==> src/rtl/fetch_unit.sv <==
// Instruction fetch stage: issues single-outstanding word reads for the current PC,
// steers the PC register through inpc, and buffers fetched words in a 2-entry queue.
module fetch_unit #(
    parameter int AW = 20,
    parameter int DW = 32
) (
    input  logic          clk,
    input  logic          reset,
    input  logic [AW-1:0] pc,
    output logic [AW-1:0] inpc,
    input  logic          br_taken,
    input  logic [AW-1:0] br_target,
    output logic          mem_req,
    output logic [AW-1:0] mem_addr,
    input  logic          mem_gnt,
    input  logic          mem_rvalid,
    input  logic [DW-1:0] mem_rdata,
    output logic          inst_valid,
    input  logic          inst_ready,
    output logic [DW-1:0] inst,
    output logic [AW-1:0] inst_pc
);

    typedef enum logic [1:0] {
        IDLE,
        REQ,
        WAIT,
        FLUSH
    } state_t;

    state_t        state, state_nxt;
    logic [1:0]    count;
    logic [AW-1:0] pend_pc;
    logic [DW-1:0] q_inst [2];
    logic [AW-1:0] q_pc   [2];
    logic          rd_ptr, wr_ptr;
    logic          grant, push, pop;

    assign inst_valid = (count != 2'd0);
    assign inst       = q_inst[rd_ptr];
    assign inst_pc    = q_pc[rd_ptr];
    assign mem_addr   = pc;

    always_comb begin
        mem_req = (state == REQ) && (count < 2'd2) && !br_taken;
        grant   = mem_req && mem_gnt;
        // A redirect in the response cycle discards the returning word.
        push    = (state == WAIT) && mem_rvalid && !br_taken;
        pop     = inst_valid && inst_ready;
    end

    // The PC register has no enable, so "hold" means feeding pc straight back.
    always_comb begin
        if (!reset)
            inpc = '0;
        else if (br_taken)
            inpc = br_target;
        else if (grant)
            inpc = pc + AW'(1);
        else
            inpc = pc;
    end

    // NOTE: state_nxt is assigned before the case so every path has a value and no latch is inferred.
    always_comb begin
        state_nxt = state;
        unique case (state)
            IDLE:  state_nxt = REQ;
            REQ:   if (grant) state_nxt = WAIT;
            WAIT: begin
                if (mem_rvalid)
                    state_nxt = REQ;
                else if (br_taken)
                    state_nxt = FLUSH;
            end
            FLUSH: if (mem_rvalid) state_nxt = REQ;
            default: state_nxt = IDLE;
        endcase
    end

    // NOTE: sequential state uses non-blocking assignments so all flops sample pre-edge values.
    always_ff @(posedge clk or negedge reset) begin
        if (!reset) begin
            state   <= IDLE;
            pend_pc <= '0;
        end else begin
            state <= state_nxt;
            if (grant)
                pend_pc <= pc;
        end
    end

    always_ff @(posedge clk or negedge reset) begin
        if (!reset) begin
            count  <= 2'd0;
            rd_ptr <= 1'b0;
            wr_ptr <= 1'b0;
        end else if (br_taken) begin
            count  <= 2'd0;
            rd_ptr <= 1'b0;
            wr_ptr <= 1'b0;
        end else begin
            if (push)
                wr_ptr <= ~wr_ptr;
            if (pop)
                rd_ptr <= ~rd_ptr;
            unique case ({push, pop})
                2'b10:   count <= count + 2'd1;
                2'b01:   count <= count - 2'd1;
                default: count <= count;
            endcase
        end
    end

    // NOTE: queue storage is reset because inst/inst_pc show the head even when empty and must read 0.
    always_ff @(posedge clk or negedge reset) begin
        if (!reset) begin
            for (int i = 0; i < 2; i++) begin
                q_inst[i] <= '0;
                q_pc[i]   <= '0;
            end
        end else if (push) begin
            q_inst[wr_ptr] <= mem_rdata;
            q_pc[wr_ptr]   <= pend_pc;
        end
    end

endmodule

==> config.mk <==
export PLATFORM = sky130hd
export DESIGN_NAME = fetch_unit
export DESIGN_NICKNAME = d
export VERILOG_FILES = /design/src/rtl/fetch_unit.sv
export SDC_FILE = /design/constraint.sdc
export NUM_CORES = 1
export LEC_CHECK = 0
export CORE_ASPECT_RATIO = 0.8
export CORE_MARGIN = 5
export CORE_UTILIZATION = 65
export DETAILED_ROUTE_END_ITERATION = 8
export DONT_BUFFER_PORTS = 1
export GPL_ROUTABILITY_DRIVEN = 0
export PLACE_DENSITY_LB_ADDON = 0.05
export REMOVE_ABC_BUFFERS = 1
export SLEW_MARGIN = 20
export SYNTH_ARGS = -nofsm -noshare
export SYNTH_HDL_FRONTEND = slang
export SYNTH_SLANG_ARGS = --single-unit
==> constraint.sdc <==
create_clock -name clk -period 4.9 [get_ports clk]
set_clock_uncertainty 0.15 [all_clocks]
set_input_delay 0.49 -clock clk [delete_from_list [all_inputs] [get_ports clk]]
set_output_delay 0.49 -clock clk [all_outputs]
set_load 0.01 [all_outputs]
==> reports/qor.txt, run 1 <==
run status - finished, final reports clean
Place WS - 1.742 ns
GRT Total Usage - 0.2380
initial antenna violation count - 0
CTS tree - built
final worst-path cycle share - 0.7347
# rows - 32
Yosys Warn Count - 0
hold path endpoint - pend_pc[12]
Final WS setup - 1.300 ns
sequential cell area fraction in the yosys report - 0.5053
clk sinks - 130
Layout area overhead - 9.718%
HPWL after DPL - 8831 um
Clock Power Share - 0.358
Pwr Density - 533.9 mW/mm2
register-to-register setup slack - 2.52 ns
Post-synth EDFFs - 0
antenna fix cells - 0
Rel. slew slack - 0.4973
Avg Cell Area, Syn - 12.03 um2
Final Slew Violations - 0
first-pass GRT wire length - 22,560 um
Sw Share - 0.2868
DRT antenna net count - 0
hold depth - 2
Hold WC Path Type - in -> reg
Worst setup EP type - output port
largest net degree at the start of global routing - 131
CP startpoint kind - register
Syn Inst Count - 535
final core utilization - 0.7320
cts bufs inserted - 17
I/O Buffers - 0
Vias - 4,103
Post-CTS Hold Fix Bufs - 3
Nets - 594
slew at the pin closest to its max-slew limit - 0.7541 ns
Clock Path Buffers - 2
Final Setup Violations - 0
Synth area leaders - dfrtp_1 51%, mux2_2 27%, nand2_1 3.8%, buf_4 2.3%, o21ai_0 1.6%
Post-CTS Repair Setup Buffers - 0
fmax - 277.8 MHz
Root Buffer - clkbuf_16
Logic pwr share - 0.227
vias in the first global route - 4,340
Reg2Reg Capture Point - q_pc[28]
Top FF cell, synth - dfrtp_1
worst vdd ir - 0.0003076 V
leak pwr - 3.361 nW
worst endpoint required time - 4.26 ns
design internal power - 0.002690 W
RSZ-0062 raised after global routing - no
min-delay src - pc[12]
Clk Latency, worst-skew pair - 0.40 ns
CTS HTree Levels - 4
share of cells above drive strength 1 - 0.3771
DR DRC count - 0
CP max FO - 33
Placed Area - 0.006370 mm2
finished layout cell area - 0.007063 mm2
sequential share of power - 0.415
Horiz. Die Dim - 121.3 um
post-synth top area share - 0.5053
Core ar. - 0.009649 mm2
die area - 0.01201 mm2
vias per cell - 6.207
Initial DRT Pass Iterations - 4
Synth area leader - dfrtp_1
Seq cells post-synth - 130
max cap viols - 0
GRT overflow - 0
routed wire length - 13,830 um
critical path class - reg -> out
worst r2r path cells - 6
Final Hold Fails - 0
Worst EP arrival - 2.96 ns
switching power of the nets - 0.001081 W
Fin Setup TNS - 0 ns
mapped cell area - 0.006437 mm2
fill count - 680
Initial Util - 0.6671
RR Startpoint - state[0]
clk slew on worst S/H paths - 0.06 ns
Chip Height - 99.01 um
crit path time final - 3.600 ns
# IOs - 172
post-cts resize count - 0
routed len/inst - 20.92 um
initial DRC count - 260
ys async rst share - 1.000
Cell variety after synth - 40
[worst max-delay path by stage]
stage                        start          to  cells after the start
final                     state[1]     inpc[8]                      6
after global routing      state[1]    inpc[10]                      6
after CTS                 state[1]     inpc[8]                      6
after detailed placement  state[1]     inpc[8]                      6
after global placement    state[1]     inpc[8]                      6
after floorplan           state[0]  q_inst[32]                      5
[metal layers]
metal	vias to the layer above	GRT usage	routed length, um
met5	-	0	0
met4	0	0.07063	135
met3	10	0.07745	1078
met2	147	0.3967	6930
met1	2087	0.2984	5683
li1	1859	-	-
[per-stage QoR]
| step | hold WS, ns | power, W | std cells |
|---|---|---|---|
| after detailed placement | 0.04725 | 0.002417 | 626 |
| after CTS | 0.02909 | 0.003817 | 661 |
| after global routing | 0.03372 | 0.003991 | 661 |
| final | 0.04595 | 0.003771 | 661 |
| after floorplan | 0.04441 | 0.002218 | 486 |
| after global placement | 0.04705 | 0.002366 | 626 |
[critical path: stages, from the launching register on]
cell and delay (ns):
dfrtp_1 0.40, inv_1 0.09, ha_1 0.29, nand4bb_4 0.43, or3_1 0.58, or4_1 0.44, a31oi_1 0.31
[cells by family (layout without fill, tap and decap cells)]
| family | Yosys count | after routing | synth area share |
|---|---|---|---|
| mux | 156 | 156 | 0.2729 |
| simple gates | 125 | 125 | 0.09932 |
| compound gates | 54 | 54 | 0.05500 |
| xor+xnor | 9 | 9 | 0.01224 |
| buf+inv | 57 | 47 | 0.04742 |
| flops | 130 | 130 | 0.5053 |
| fa+ha+maj | 4 | 4 | 0.007775 |
[registers in the layout, indices dropped and copies added, names as in the netlist]
signal	flops
q_inst	64
state	2
rd_ptr	1
pend_pc	20
wr_ptr	1
count	2
q_pc	40
[synthesized netlist by cell type (all sizes together), types with 5 or more instances]
cell type / instances
o21ai: 21
nor2: 7
mux2: 156
dfrtp: 130
nand2: 65
clkbuf: 11
a31oi: 5
a21oi: 9
nand3: 11
inv: 7
nor3: 6
buf: 38
nor4: 6
nand4: 6
xor2: 5
and4: 6
[layout by cell type (no fill, tap or decap), types with 6 or more instances in the layout]
cell / synthesis / final
a21oi_1: 9 / 9
clkbuf_16: 0 / 17
nand2_1: 65 / 65
dfrtp_1: 130 / 129
nor2_1: 7 / 7
mux2_2: 156 / 156
inv_1: 7 / 7
nand4_1: 6 / 6
nor3_1: 6 / 6
nand3_1: 11 / 11
o21ai_0: 21 / 21
and4_1: 6 / 6
[power groups by stage]
| stage | sequential (W) | clock, W | combinational, W |
|---|---|---|---|
| after floorplan | 0.00152 | 0 | 0.000703 |
| after global placement | 0.00155 | 0 | 0.000816 |
| after detailed placement | 0.00158 | 0 | 0.000839 |
| after CTS | 0.00156 | 0.00138 | 0.000875 |
| after global routing | 0.00161 | 0.00144 | 0.000947 |
| final | 0.00157 | 0.00135 | 0.000858 |
[area by class of cell]
cell class	instances	area (um2)	share of cell area
clock inverters	11	175.2	0.02480
flip-flops and latches	130	3254	0.4608
repair buffers	7	77.57	0.01098
clock buffers	21	470.5	0.06661
inverters	8	30.03	0.004252
well taps	136	170.2	0.02409
multi-input cells	348	2885	0.4085
(Power assumes the default switching activity.)
==> run 2: changes to the inputs <==
--- a/config.mk
+++ b/config.mk
@@ -7,7 +7,7 @@
 export LEC_CHECK = 0
 export CORE_ASPECT_RATIO = 0.8
 export CORE_MARGIN = 5
-export CORE_UTILIZATION = 65
+export CORE_UTILIZATION = 57
 export DETAILED_ROUTE_END_ITERATION = 8
 export DONT_BUFFER_PORTS = 1
 export GPL_ROUTABILITY_DRIVEN = 0
==> constraint.sdc (replaced) <==
create_clock -name clk -period 3.3 [get_ports clk]
set_clock_uncertainty 0.15 [all_clocks]
set_input_delay 0.33 -clock clk [delete_from_list [all_inputs] [get_ports clk]]
set_output_delay 0.33 -clock clk [all_outputs]
set_load 0.01 [all_outputs]
==> reports/qor.txt, run 2 (synthesis gave the netlist of run 1 again) <==
run status - complete, but fails checks
violations in the final reports - negative hold slack
slowest stage delay, CP - 0.49 ns
Place WS - 0.5808 ns
Root Buffer - clkbuf_16
switching power of the nets - 0.001603 W
worst endpoint required time - 2.82 ns
RSZ-0062 raised after global routing - no
Max stage delay cell, worst path - or3_1
Final WS setup - 0.1664 ns
first-pass GRT wire length - 23,870 um
register-to-register setup slack - 1.14 ns
cts bufs inserted - 17
largest net degree at the start of global routing - 151
sequential share of power - 0.410
Nets - 644
final worst-path cycle share - 0.9496
worst vdd ir - 0.0004421 V
HPWL after DPL - 9222 um
Final Slew Violations - 0
vias per cell - 5.971
Layout area overhead - 17.73%
worst r2r path cells - 5
Worst EP arrival - 2.65 ns
GRT overflow - 0
max FFs per register - 64
GRT Total Usage - 0.2214
Core ar. - 0.01098 mm2
Post-CTS Hold Fix Bufs - 51
design internal power - 0.004050 W
Vias - 4,293
DRT antenna net count - 0
vias in the first global route - 4,577
clk slew on worst S/H paths - 0.06 ns
die area - 0.01353 mm2
Chip Height - 105.1 um
Hold WC Path Type - in -> async
Clock Power Share - 0.357
Final Hold Fails - 130
finished layout cell area - 0.007579 mm2
top flop regs - q_inst: 64 flops, q_pc: 40 flops, pend_pc: 20 flops
Logic pwr share - 0.233
leak pwr - 3.562 nW
antenna fix cells - 0
Layout Cells excl Fill - 719
fmax - 319.1 MHz
share of cells above drive strength 1 - 0.3461
Horiz. Die Dim - 128.8 um
Critical path origin - state[1]
routed wire length - 14,740 um
RR Startpoint - state[0]
Critical Path End - inpc[10]
Worst setup EP type - output port
Pwr Density - 745.9 mW/mm2
DR DRC count - 0
CP max FO - 10
tightest hold margin - -0.5260 ns
worst-path cell chain - inv_1 -> ha_1 -> nand4bb_4 -> or3_1 -> or4_1 -> a31oi_1
Final Setup Violations - 0
crit path time final - 3.134 ns
initial DRC count - 325
CTS HTree Levels - 4
max cap viols - 0
Clock Path Buffers - 2
initial antenna violation count - 0
Reg2Reg Capture Point - q_pc[6]
I/O Buffers - 0
Sw Share - 0.2835
routed len/inst - 20.51 um
Rel. slew slack - 0.5046
Initial Util - 0.5865
CP startpoint kind - register
Largest Register - q_inst
Fin Setup TNS - 0 ns
# rows - 34
Placed Area - 0.006420 mm2
Clk Latency, worst-skew pair - 0.40 ns
fill count - 796
CTS tree - built
commonest non-fill, non-tap cells in the layout - 156 x mux2_2, 129 x dfrtp_1, 65 x nand2_1, 51 x dlygate4sd3_1, 21 x o21ai_0
critical path class - reg -> out
dpl cells - 636
FF/Latch Area - 0.003254 mm2
# IOs - 172
most common cell after layout, fill and taps aside - mux2_2
clk sinks - 130
slew at the pin closest to its max-slew limit - 0.7430 ns
Initial DRT Pass Iterations - 5
Total Power - 0.005653 W
footprint of the multi-input gates - 0.002892 mm2
## run 2: cell count changes in the layout (fill, tap and decap cells not counted), sizes merged
cell         delta
buf             +1
bufinv          +1
clkbuf          -2
clkinv          +1
clkinvlp        +1
dlygate4sd3    +49
inv             -1
## run 2: layout make-up
class	count	area share
Clock buffer	19	0.05712
Clock inverter	13	0.02757
Inverter	8	0.003962
Multi-Input combinational cell	348	0.3815
Sequential cell	130	0.4294
Tap cell	144	0.02377
Timing Repair Buffer	57	0.07661
## run 2: metrics by stage
stage / hold slack [ns] / utilization
2_1_floorplan: -0.1156 / -
3_3_place_gp: -0.1110 / 0.5849
3_5_place_dp: -0.1125 / 0.5849
4_1_cts: -0.5441 / 0.6899
5_1_grt: -0.5587 / 0.6905
6_report: -0.5260 / 0.6905
## run 2: how the worst min path moves through the flow
| stage | from | end | depth (start not counted) |
|---|---|---|---|
| finish | reset | q_pc[35] | 0 |
| global route | reset | q_pc[35] | 0 |
| CTS | reset | q_pc[9] | 0 |
| detailed placement | reset | q_pc[35] | 0 |
| global placement | reset | q_pc[15] | 0 |
| floorplan | reset | count[0] | 0 |
## run 2: what timing repair did
item	CTS	global route
setup endpoints to repair	0	2
buffers inserted	0	0
resized for setup	0	1
hold endpoints to repair	215	130
## run 2: critical path: cells and delay by family, from the launching register on
| kind | cells | cell delay (ns) |
|---|---|---|
| AND/OR/NAND/NOR | 3 | 1.17 |
| flip-flops | 1 | 0.40 |
| AO/OA/AOI/OAI | 1 | 0.30 |
| adder cells (fa/ha/maj) | 1 | 0.29 |
| buffers and inverters | 1 | 0.10 |
## run 2: power by group through the flow
stage | Clock [W] | Sequential (W) | Combinational, W
2_1_floorplan | 0 | 0.00225 | 0.00104
3_3_place_gp | 0 | 0.00230 | 0.00123
3_5_place_dp | 0 | 0.00234 | 0.00127
4_1_cts | 0.00205 | 0.00232 | 0.00134
5_1_grt | 0.00213 | 0.00238 | 0.00145
6_report | 0.00202 | 0.00232 | 0.00132
## run 2: routing by layer
layer / global-route usage / vias to the layer above / wire [um]
met5: 0 / - / 0
met4: 0.05772 / 0 / 222
met3: 0.08108 / 17 / 1188
met2: 0.3469 / 163 / 7008
met1: 0.2927 / 2150 / 6325
li1: - / 1963 / -
==> run 3: changes to the inputs <==
--- a/config.mk
+++ b/config.mk
@@ -8,6 +8,7 @@
 export CORE_ASPECT_RATIO = 0.8
 export CORE_MARGIN = 5
 export CORE_UTILIZATION = 57
+export CTS_CLUSTER_DIAMETER = 200
 export DETAILED_ROUTE_END_ITERATION = 8
 export DONT_BUFFER_PORTS = 1
 export GPL_ROUTABILITY_DRIVEN = 0
==> constraint.sdc (replaced) <==
create_clock -name clk -period 2.8 [get_ports clk]
set_clock_uncertainty 0.15 [all_clocks]
set_input_delay 0.28 -clock clk [delete_from_list [all_inputs] [get_ports clk]]
set_output_delay 0.28 -clock clk [all_outputs]
set_load 0.01 [all_outputs]
==> reports/qor.txt, run 3 (synthesis gave the netlist of run 1 again) <==
Vias - 4,341
commonest non-fill, non-tap cells in the layout - 156 x mux2_2, 128 x dfrtp_1, 65 x nand2_1, 54 x dlygate4sd3_1, 21 x o21ai_0
max cap viols - 0
Rel. slew slack - 0.5774
routed len/inst - 19.95 um
# IOs - 172
Largest Register - q_inst
fill count - 753
RR Startpoint - state[0]
# rows - 34
Hold WC Path Type - in -> async
die area - 0.01353 mm2
critical path class - reg -> out
final worst-path cycle share - 0.9796
Worst setup EP type - output port
tightest hold margin - -0.5886 ns
first-pass GRT wire length - 23,770 um
worst vdd ir - 0.0006509 V
dpl cells - 643
Initial Util - 0.5865
GRT overflow - 0
I/O Buffers - 0
fmax - 364.6 MHz
GRT Total Usage - 0.2213
top flop regs - q_inst: 64 flops, q_pc: 40 flops, pend_pc: 20 flops
slew at the pin closest to its max-slew limit - 0.6290 ns
initial DRC count - 265
CTS HTree Levels - 4
Final Slew Violations - 0
initial antenna violation count - 0
Final Setup Violations - 0
Clk Latency, worst-skew pair - 0.41 ns
DRT antenna net count - 0
Reg2Reg Capture Point - q_pc[21]
switching power of the nets - 0.001905 W
Core ar. - 0.01098 mm2
worst endpoint required time - 2.37 ns
vias in the first global route - 4,551
cts bufs inserted - 17
routed wire length - 14,640 um
RSZ-0062 raised after global routing - yes
most common cell after layout, fill and taps aside - mux2_2
Pwr Density - 865.1 mW/mm2
Final WS setup - 0.05704 ns
Place WS - 0.2619 ns
Sw Share - 0.2853
violations in the final reports - negative hold slack
run status - complete, but fails checks
Nets - 659
worst r2r path cells - 6
Root Buffer - clkbuf_16
CTS tree - built
crit path time final - 2.743 ns
Layout Cells excl Fill - 734
design internal power - 0.004772 W
clk slew on worst S/H paths - 0.06 ns
HPWL after DPL - 9372 um
Post-CTS Hold Fix Bufs - 54
Initial DRT Pass Iterations - 4
largest net degree at the start of global routing - 151
Horiz. Die Dim - 128.8 um
Clock Path Buffers - 2
clk sinks - 130
Final Hold Fails - 130
Layout area overhead - 19.88%
register-to-register setup slack - 0.64 ns
share of cells above drive strength 1 - 0.3678
leak pwr - 3.638 nW
Worst EP arrival - 2.31 ns
sequential share of power - 0.409
Chip Height - 105.1 um
CP max FO - 6
antenna fix cells - 0
Clock Power Share - 0.346
CP startpoint kind - register
max FFs per register - 64
DR DRC count - 0
Logic pwr share - 0.245
vias per cell - 5.914
Fin Setup TNS - 0 ns
-- run 3: critical path, stage by stage, from the launching register on --
cell and delay, ns:
dfrtp_1 0.40, inv_2 0.09, ha_4 0.15, nand4bb_4 0.11, or3_4 0.42, or4_1 0.41
a31oi_1 0.18, buf_4 0.14
-- run 3: stage by stage --
| step | cell area [um2] | utilization | hold slack (ns) | power (W) |
|---|---|---|---|---|
| 2_1_floorplan | 6162 | - | -0.1656 | 0.003881 |
| 3_3_place_gp | 6485 | 0.5909 | -0.1625 | 0.004180 |
| 3_5_place_dp | 6485 | 0.5909 | -0.1624 | 0.004270 |
| 4_1_cts | 7679 | 0.6996 | -0.6033 | 0.006694 |
| 5_1_grt | 7717 | 0.7031 | -0.6079 | 0.007043 |
| 6_report | 7717 | 0.7031 | -0.5886 | 0.006677 |
-- run 3: area by class of cell --
cell class	instances	area (um2)	share of cell area
Sequential cell	130	3256	0.4219
Clock inverter	13	183.9	0.02383
Multi-Input combinational cell	348	2912	0.3773
Clock buffer	19	442.9	0.05739
Inverter	8	30.03	0.003891
Timing Repair Buffer	72	713.2	0.09241
Tap cell	144	180.2	0.02335
-- run 3: routing by layer --
layer | routed length [um] | vias up | track usage
li1 | - | 1992 | -
met1 | 6299 | 2185 | 0.2894
met2 | 7101 | 151 | 0.3569
met3 | 1086 | 13 | 0.06323
met4 | 152 | 0 | 0.07121
met5 | 0 | - | 0
-- run 3: power groups by stage --
stage / combinational [W] / sequential (W) / clock (W)
floorplan: 0.00123 / 0.00265 / 0
global route: 0.00180 / 0.00280 / 0.00245
finish: 0.00164 / 0.00273 / 0.00231
detailed placement: 0.00151 / 0.00276 / 0
global placement: 0.00148 / 0.00270 / 0
CTS: 0.00162 / 0.00273 / 0.00235
-- run 3: worst max path at each step --
stage                     startpoint    endpoint  cells after the start
final                       state[1]    inpc[10]                      7
after global routing        state[1]    inpc[10]                      7
after CTS                   state[1]    inpc[10]                      7
after detailed placement    state[1]    inpc[19]                      7
after global placement      state[1]    inpc[15]                      7
after floorplan             state[0]  q_inst[32]                      5
-- run 3: repair_timing --
action	4_1_cts	5_1_grt
resized for setup	6	1
pin swaps	0	2
endpoints found under the hold margin	219	130
buffers inserted	0	5
gates cloned	0	0
endpoints found under the setup margin	10	6
